## src/rtl/step_scheduler_if.sv

```systemverilog
// step_scheduler_if
// Bundles the step_scheduler's control, status and pattern-memory signals.
//   slave  : used by the scheduler. It receives the controls and pat_data, and
//            drives the read strobe/address, triggers and status.
//   master : used by the surrounding board logic or a testbench.
// Signals:
//   play, stop              single-cycle user control pulses
//   step_period[PW]         cycles between triggers (clamped to at least 4)
//   last_step[SW_IDX]       final active step index
//   mute[NUM_TRACKS]        per-track trigger suppression
//   pat_rd, pat_addr        pattern memory read strobe and address
//   pat_data[NUM_TRACKS]    pattern word, valid the cycle after pat_rd
//   trig[NUM_TRACKS]        one-cycle trigger pulses
//   step_tick               one-cycle pulse on each trigger update
//   step_idx[SW_IDX]        current step for display
//   running                 playback active
interface step_scheduler_if #(
    parameter int SW_IDX     = 4,
    parameter int NUM_TRACKS = 4,
    parameter int PW         = 26
);
    logic                  play;
    logic                  stop;
    logic [PW-1:0]         step_period;
    logic [SW_IDX-1:0]     last_step;
    logic [NUM_TRACKS-1:0] mute;
    logic                  pat_rd;
    logic [SW_IDX-1:0]     pat_addr;
    logic [NUM_TRACKS-1:0] pat_data;
    logic [NUM_TRACKS-1:0] trig;
    logic                  step_tick;
    logic [SW_IDX-1:0]     step_idx;
    logic                  running;

    modport slave (
        input  play, stop, step_period, last_step, mute, pat_data,
        output pat_rd, pat_addr, trig, step_tick, step_idx, running
    );

    modport master (
        output play, stop, step_period, last_step, mute, pat_data,
        input  pat_rd, pat_addr, trig, step_tick, step_idx, running
    );
endinterface

```

## src/rtl/step_scheduler.sv

```systemverilog
// step_scheduler
// Playback controller for the step sequencer. It runs a tempo counter and
// walks a step index through pattern memory. For each step it fetches the
// step's track bits over a one-cycle-latency read port, then emits
// one-cycle trigger pulses per track.
// Ports:
//   CLOCK_50  system clock
//   reset     asynchronous active-high reset; clears all state
//   bus       step_scheduler_if.slave (controls, pattern port, triggers, status)
// Each step spends FETCH (1 cycle), LATCH (1 cycle) and COUNT (P-2 cycles).
// Triggers are therefore exactly P = max(step_period, 4) cycles apart.
module step_scheduler #(
    parameter int NUM_STEPS  = 16,
    parameter int SW_IDX     = 4,
    parameter int NUM_TRACKS = 4,
    parameter int PW         = 26
) (
    input  logic              CLOCK_50,
    input  logic              reset,
    step_scheduler_if.slave   bus
);

    typedef enum logic [1:0] {
        ST_IDLE  = 2'd0,
        ST_FETCH = 2'd1,
        ST_LATCH = 2'd2,
        ST_COUNT = 2'd3
    } state_t;

    localparam logic [PW-1:0]     MIN_PERIOD = PW'(3'd4);
    localparam logic [SW_IDX-1:0] LAST_IDX   = SW_IDX'(NUM_STEPS - 1);

    state_t                state_r,     state_n;
    logic [SW_IDX-1:0]     step_idx_r,  step_idx_n;
    logic [PW-1:0]         cnt_r,       cnt_n;
    logic [NUM_TRACKS-1:0] trig_r,      trig_n;
    logic                  step_tick_r, step_tick_n;
    logic                  pat_rd_r,    pat_rd_n;
    logic                  running_r,   running_n;
    logic [PW-1:0]         eff_period_s;

    // Next-state, counter, step-advance and trigger computation.
    always_comb begin
        state_n      = state_r;
        step_idx_n   = step_idx_r;
        cnt_n        = cnt_r;
        trig_n       = {NUM_TRACKS{1'b0}};
        step_tick_n  = 1'b0;
        if (bus.step_period < MIN_PERIOD) begin
            eff_period_s = MIN_PERIOD;
        end else begin
            eff_period_s = bus.step_period;
        end

        if (bus.stop) begin
            // stop wins over everything, including a coincident play or an in-flight fetch
            state_n    = ST_IDLE;
            step_idx_n = {SW_IDX{1'b0}};
            cnt_n      = {PW{1'b0}};
        end else begin
            case (state_r)
                ST_IDLE: begin
                    if (bus.play) begin
                        state_n = ST_FETCH;
                    end else begin
                        state_n = ST_IDLE;
                    end
                end
                ST_FETCH: begin
                    state_n = ST_LATCH;
                end
                ST_LATCH: begin
                    // FETCH and LATCH account for two cycles of the period, and
                    // COUNT runs from P-3 down to 0 inclusive.
                    state_n     = ST_COUNT;
                    trig_n      = bus.pat_data & ~bus.mute;
                    step_tick_n = 1'b1;
                    cnt_n       = eff_period_s - PW'(2'd3);
                end
                ST_COUNT: begin
                    if (cnt_r == {PW{1'b0}}) begin
                        state_n = ST_FETCH;
                        if ((step_idx_r >= bus.last_step) || (step_idx_r == LAST_IDX)) begin
                            step_idx_n = {SW_IDX{1'b0}};
                        end else begin
                            step_idx_n = step_idx_r + SW_IDX'(1'b1);
                        end
                    end else begin
                        cnt_n = cnt_r - PW'(1'b1);
                    end
                end
                default: begin
                    state_n    = ST_IDLE;
                    step_idx_n = {SW_IDX{1'b0}};
                    cnt_n      = {PW{1'b0}};
                end
            endcase
        end

        pat_rd_n  = (state_n == ST_FETCH);
        running_n = (state_n != ST_IDLE);
    end

    // State and registered outputs with asynchronous clear.
    always_ff @(posedge CLOCK_50 or posedge reset) begin
        if (reset) begin
            state_r     <= ST_IDLE;
            step_idx_r  <= {SW_IDX{1'b0}};
            cnt_r       <= {PW{1'b0}};
            trig_r      <= {NUM_TRACKS{1'b0}};
            step_tick_r <= 1'b0;
            pat_rd_r    <= 1'b0;
            running_r   <= 1'b0;
        end else begin
            state_r     <= state_n;
            step_idx_r  <= step_idx_n;
            cnt_r       <= cnt_n;
            trig_r      <= trig_n;
            step_tick_r <= step_tick_n;
            pat_rd_r    <= pat_rd_n;
            running_r   <= running_n;
        end
    end

    assign bus.pat_rd    = pat_rd_r;
    assign bus.pat_addr  = step_idx_r;
    assign bus.trig      = trig_r;
    assign bus.step_tick = step_tick_r;
    assign bus.step_idx  = step_idx_r;
    assign bus.running   = running_r;

endmodule

```

## src/flat_wrapper.sv

```systemverilog
// flat-port wrapper written by rule: the top's interface ports become plain ports
module step_scheduler_flat 
#(
    parameter int NUM_STEPS  = 16,
    parameter int SW_IDX     = 4,
    parameter int NUM_TRACKS = 4,
    parameter int PW         = 26
)
  (CLOCK_50, reset, bus_play, bus_stop, bus_step_period, bus_last_step, bus_mute, bus_pat_data, bus_pat_rd, bus_pat_addr, bus_trig, bus_step_tick, bus_step_idx, bus_running);
  step_scheduler_if #(.SW_IDX(SW_IDX), .NUM_TRACKS(NUM_TRACKS), .PW(PW)) bus_i ();
  input  logic CLOCK_50;
  input  logic reset;
  input wire logic [$bits(bus_i.play)-1:0] bus_play;
  input wire logic [$bits(bus_i.stop)-1:0] bus_stop;
  input wire logic [$bits(bus_i.step_period)-1:0] bus_step_period;
  input wire logic [$bits(bus_i.last_step)-1:0] bus_last_step;
  input wire logic [$bits(bus_i.mute)-1:0] bus_mute;
  input wire logic [$bits(bus_i.pat_data)-1:0] bus_pat_data;
  output wire logic [$bits(bus_i.pat_rd)-1:0] bus_pat_rd;
  output wire logic [$bits(bus_i.pat_addr)-1:0] bus_pat_addr;
  output wire logic [$bits(bus_i.trig)-1:0] bus_trig;
  output wire logic [$bits(bus_i.step_tick)-1:0] bus_step_tick;
  output wire logic [$bits(bus_i.step_idx)-1:0] bus_step_idx;
  output wire logic [$bits(bus_i.running)-1:0] bus_running;
  assign bus_i.play = bus_play;
  assign bus_i.stop = bus_stop;
  assign bus_i.step_period = bus_step_period;
  assign bus_i.last_step = bus_last_step;
  assign bus_i.mute = bus_mute;
  assign bus_i.pat_data = bus_pat_data;
  assign bus_pat_rd = bus_i.pat_rd;
  assign bus_pat_addr = bus_i.pat_addr;
  assign bus_trig = bus_i.trig;
  assign bus_step_tick = bus_i.step_tick;
  assign bus_step_idx = bus_i.step_idx;
  assign bus_running = bus_i.running;
  step_scheduler #(.NUM_STEPS(NUM_STEPS), .SW_IDX(SW_IDX), .NUM_TRACKS(NUM_TRACKS), .PW(PW)) u_core (.CLOCK_50(CLOCK_50), .reset(reset), .bus(bus_i));
endmodule
```

## config.mk

```make
export PLATFORM = sky130hd
export DESIGN_NAME = step_scheduler_flat
export DESIGN_NICKNAME = d
export VERILOG_FILES = /design/src/rtl/step_scheduler_if.sv /design/src/rtl/step_scheduler.sv /design/src/flat_wrapper.sv
export SDC_FILE = /design/constraint.sdc
export NUM_CORES = 1
export LEC_CHECK = 0
export CORE_UTILIZATION = 51
export CTS_BUF_LIST = sky130_fd_sc_hd__clkbuf_16
export DETAILED_ROUTE_END_ITERATION = 10
export GPL_TIMING_DRIVEN = 1
export PLACE_DENSITY = 0.79
export RECOVER_POWER = 100
export SKIP_CTS_REPAIR_TIMING = 1
export SYNTH_ARGS = -nofsm -noshare
export SYNTH_HDL_FRONTEND = slang
export SYNTH_SLANG_ARGS = --single-unit
```

## constraint.sdc

```tcl
create_clock -name CLOCK_50 -period 3 [get_ports CLOCK_50]
set_clock_uncertainty 0.05 [all_clocks]
set_input_delay 0.45 -clock CLOCK_50 [delete_from_list [all_inputs] [get_ports CLOCK_50]]
set_output_delay 0.45 -clock CLOCK_50 [all_outputs]
set_load 0.02 [all_outputs]
```

==> results.md, run 1 <==
- Status: complete, but fails checks
- Failing checks: max-capacitance violations, max-slew violations
- Max-cap viol count: 1
- Area after DPL: 3890 um2
- Vias per cell: 6.15
- Vias: 3239
- Final min period: 2.91 ns
- Relative slew margins: -0.383
- CTS max path bufs: 2
- Sequential-to-total area share from yosys stat: 0.343
- P_leak: 1.81 nW
- Initial Utilization: 0.543
- Count of cell types in the netlist: 63
- Syn Std Cell Area: 2850 um2
- Routability Congestion: 1.01
- Placement row count: 26
- CTS tree: built
- Final Hold Vio Count: 0
- Synthesized Nets: 407
- Hold_ws: 0.467 ns
- Syn Inst Count: 358
- Number of max-slew violations in the final report: 40
- H-tree lvl count: 2
- Final worst-path cycle share: 0.971
- Vias in the first global route: 3077
- CORE AREA: 5240 um2
- Clk sink count: 39
- Dpl hpwl: 6660 um
- Initial antenna violation count: 0
- EDFF count, synth: 0
- Synth area leaders: dfrtp_1 (34%), o21ai_0 (6.5%), a21oi_1 (4.4%)
- Die H: 76.7 um
- Crit-path max FO: 6
- Port Buffer Count: 56
- # setup viols final: 0
- Post-synth top area share: 0.343
- Synth Area per Inst: 7.95 um2
- VDD IR max: 283 uV
- Min-delay worst type: flip-flop to flip-flop
- Ys Warns: 0
- CP Launch Type: input pin
- CTS buffer count: 5
- Die width: 76.7 um
- Post-synth top area cell: dfrtp_1
- Synth Register Bits: 39
- I/O pin count: 57
- Inserted Diodes: 0
- Clk pin slew, worst setup/hold paths: 0.05 ns
- Fill cells: 390
- Most frequent cells after synthesis: dfrtp_1 (39), o21ai_0 (37), nand2_1 (33), nor2_1 (33), a21oi_1 (25)
- Pre-Repair DR Iteration Count: 5
- Worst-margin pin slew: 2.07 ns
- Design Area, Final: 4070 um2
- Clk_lat worst skew: 0.29 ns
- Placed instance count: 519
- Die Area: 5880 um2
- CTS Root Cell: clkbuf_16
- First-pass GRT wire length: 14600 um
- Fmax achieved: 0.343 GHz
- Count leader, synth: dfrtp_1
- Final ANT Viol Nets: 0
- Post-route core utilization: 0.777
- Ys flop type: dfrtp_1
- Pre-CTS setup slack: -0.576 ns
- Synth async-reset ratio: 1.00
- Crit path kind: input pin to flip-flop
- Drt drc: 0
- Layout Cells excl Fill: 527
- Worst setup margin: 0.0864 ns
- Overall Global Routing Usage: 0.314
- Final WL: 8830 um
- Wire per inst: 16.7 um
- Worst path arrival time: 3.02 ns
- Largest net degree at the start of global routing: 40
- Initial DRC count: 348
- Critical Path RT: 3.11 ns
- Nets: 506
- Pwr Density: 386 nW/um2
- Crit end category: flip-flop
- Fraction of layout cells with a size suffix above 1: 0.171
- Layout overhead on the synthesized area: 42.9%
- Grt ovf: 0
-- stage by stage --
step	TNS, ns	power [W]
after floorplan	-0.420	0.000851
after global placement	-5.86	0.00107
after detailed placement	-7.38	0.00108
after CTS	-2.00	0.00157
after global routing	-0.322	0.00165
final	0	0.00157
-- where the power goes --
part           switching, W  internal [W]  leakage, nW
logic              0.000263      0.000209         1.21
registers         0.0000417      0.000562        0.528
clock network      0.000197      0.000298       0.0671
total              0.000503       0.00107         1.81
-- layer usage --
layer,share of wire,track usage,vias up
li1,-,-,1537
met2,0.47,0.509,205
met3,0.091,0.0726,24
met1,0.42,0.412,1473
met4,0.022,0.106,0
met5,0,0,-
-- registers in the layout, indices dropped and copies added (netlist names) --
name,cells
u_core.state_r,2
u_core.bus.running,1
u_core.cnt_r,26
u_core.bus.pat_addr,4
u_core.bus.step_tick,1
u_core.bus.trig,4
u_core.bus.pat_rd,1
-- worst paths after layout --
check	slack [ns]	depth (start not counted)	endpoint	startpoint
min in group asynchronous	1.18	3	u_core.bus.trig[1]$_DFF_PP0_	reset
max	0.09	11	u_core.cnt_r[22]$_DFFE_PP0P_	bus_step_period[3]
min	0.47	2	u_core.cnt_r[8]$_DFFE_PP0P_	u_core.cnt_r[8]$_DFFE_PP0P_
max reg2reg	0.24	8	u_core.bus.pat_addr[0]$_DFFE_PP0P_	u_core.cnt_r[0]$_DFFE_PP0P_
max in group asynchronous	0.53	3	u_core.bus.trig[2]$_DFF_PP0_	reset
min reg2reg	0.47	2	u_core.cnt_r[8]$_DFFE_PP0P_	u_core.cnt_r[8]$_DFFE_PP0P_
-- layout by cell type, fill, tap and decap left out, drive strengths merged, types with 3 or more instances in the layout --
master | synthesis | layout
a21oi | 25 | 25
a31oi | 3 | 3
buf | 7 | 48
clkbuf | 10 | 10
clkdlybuf4s50 | 0 | 30
clkinv | 1 | 3
dfrtp | 39 | 39
dlygate4sd3 | 0 | 16
dlymetal6s2s | 0 | 10
ha | 7 | 7
inv | 15 | 15
mux2i | 3 | 3
nand2 | 33 | 33
nand2b | 6 | 6
nand3 | 9 | 9
nand4 | 4 | 4
nor2 | 33 | 33
nor3 | 18 | 18
nor3b | 5 | 5
nor4 | 16 | 16
o211ai | 4 | 4
o21ai | 39 | 39
o221ai | 4 | 4
o22ai | 6 | 6
or2 | 3 | 3
or3 | 4 | 4
or4 | 6 | 6
xnor2 | 14 | 14
-- kinds of logic after synthesis --
| kind of cell | after synthesis | synth area share |
|---|---|---|
| compound gates | 105 | 0.227 |
| xor+xnor | 16 | 0.0492 |
| fa+ha+maj | 7 | 0.0308 |
| buf+inv | 33 | 0.0497 |
| flops | 39 | 0.343 |
| mux | 5 | 0.0185 |
| simple gates | 153 | 0.282 |
-- critical path, stage by stage --
cell and delay [ns]:
dlymetal6s2s_1 0.14, or4_4 0.54, or4_4 0.52, nor2_4 0.15, nor2b_1 0.07, ha_2 0.18
or2_4 0.28, nor2_4 0.14, nor4b_4 0.24, mux2i_1 0.23, o22ai_1 0.08
-- area by class of cell --
cell class | count | area [um2] | share of cell area
multi-input combinational | 286 | 1840 | 0.453
tap | 70 | 87.6 | 0.0215
sequential | 39 | 976 | 0.240
clock inverter | 2 | 8.76 | 0.00215
timing repair buffer | 109 | 966 | 0.237
clock buffer | 5 | 125 | 0.0308
inverter | 16 | 60.1 | 0.0148
Power figures use the tool's default switching activity.
==> run 2, diff against run 1 <==
Settings changed: CTS_CLUSTER_DIAMETER set to 50.
==> results of run 2 <==
No change in the layout: final DEF, timing and power equal those of run 1.
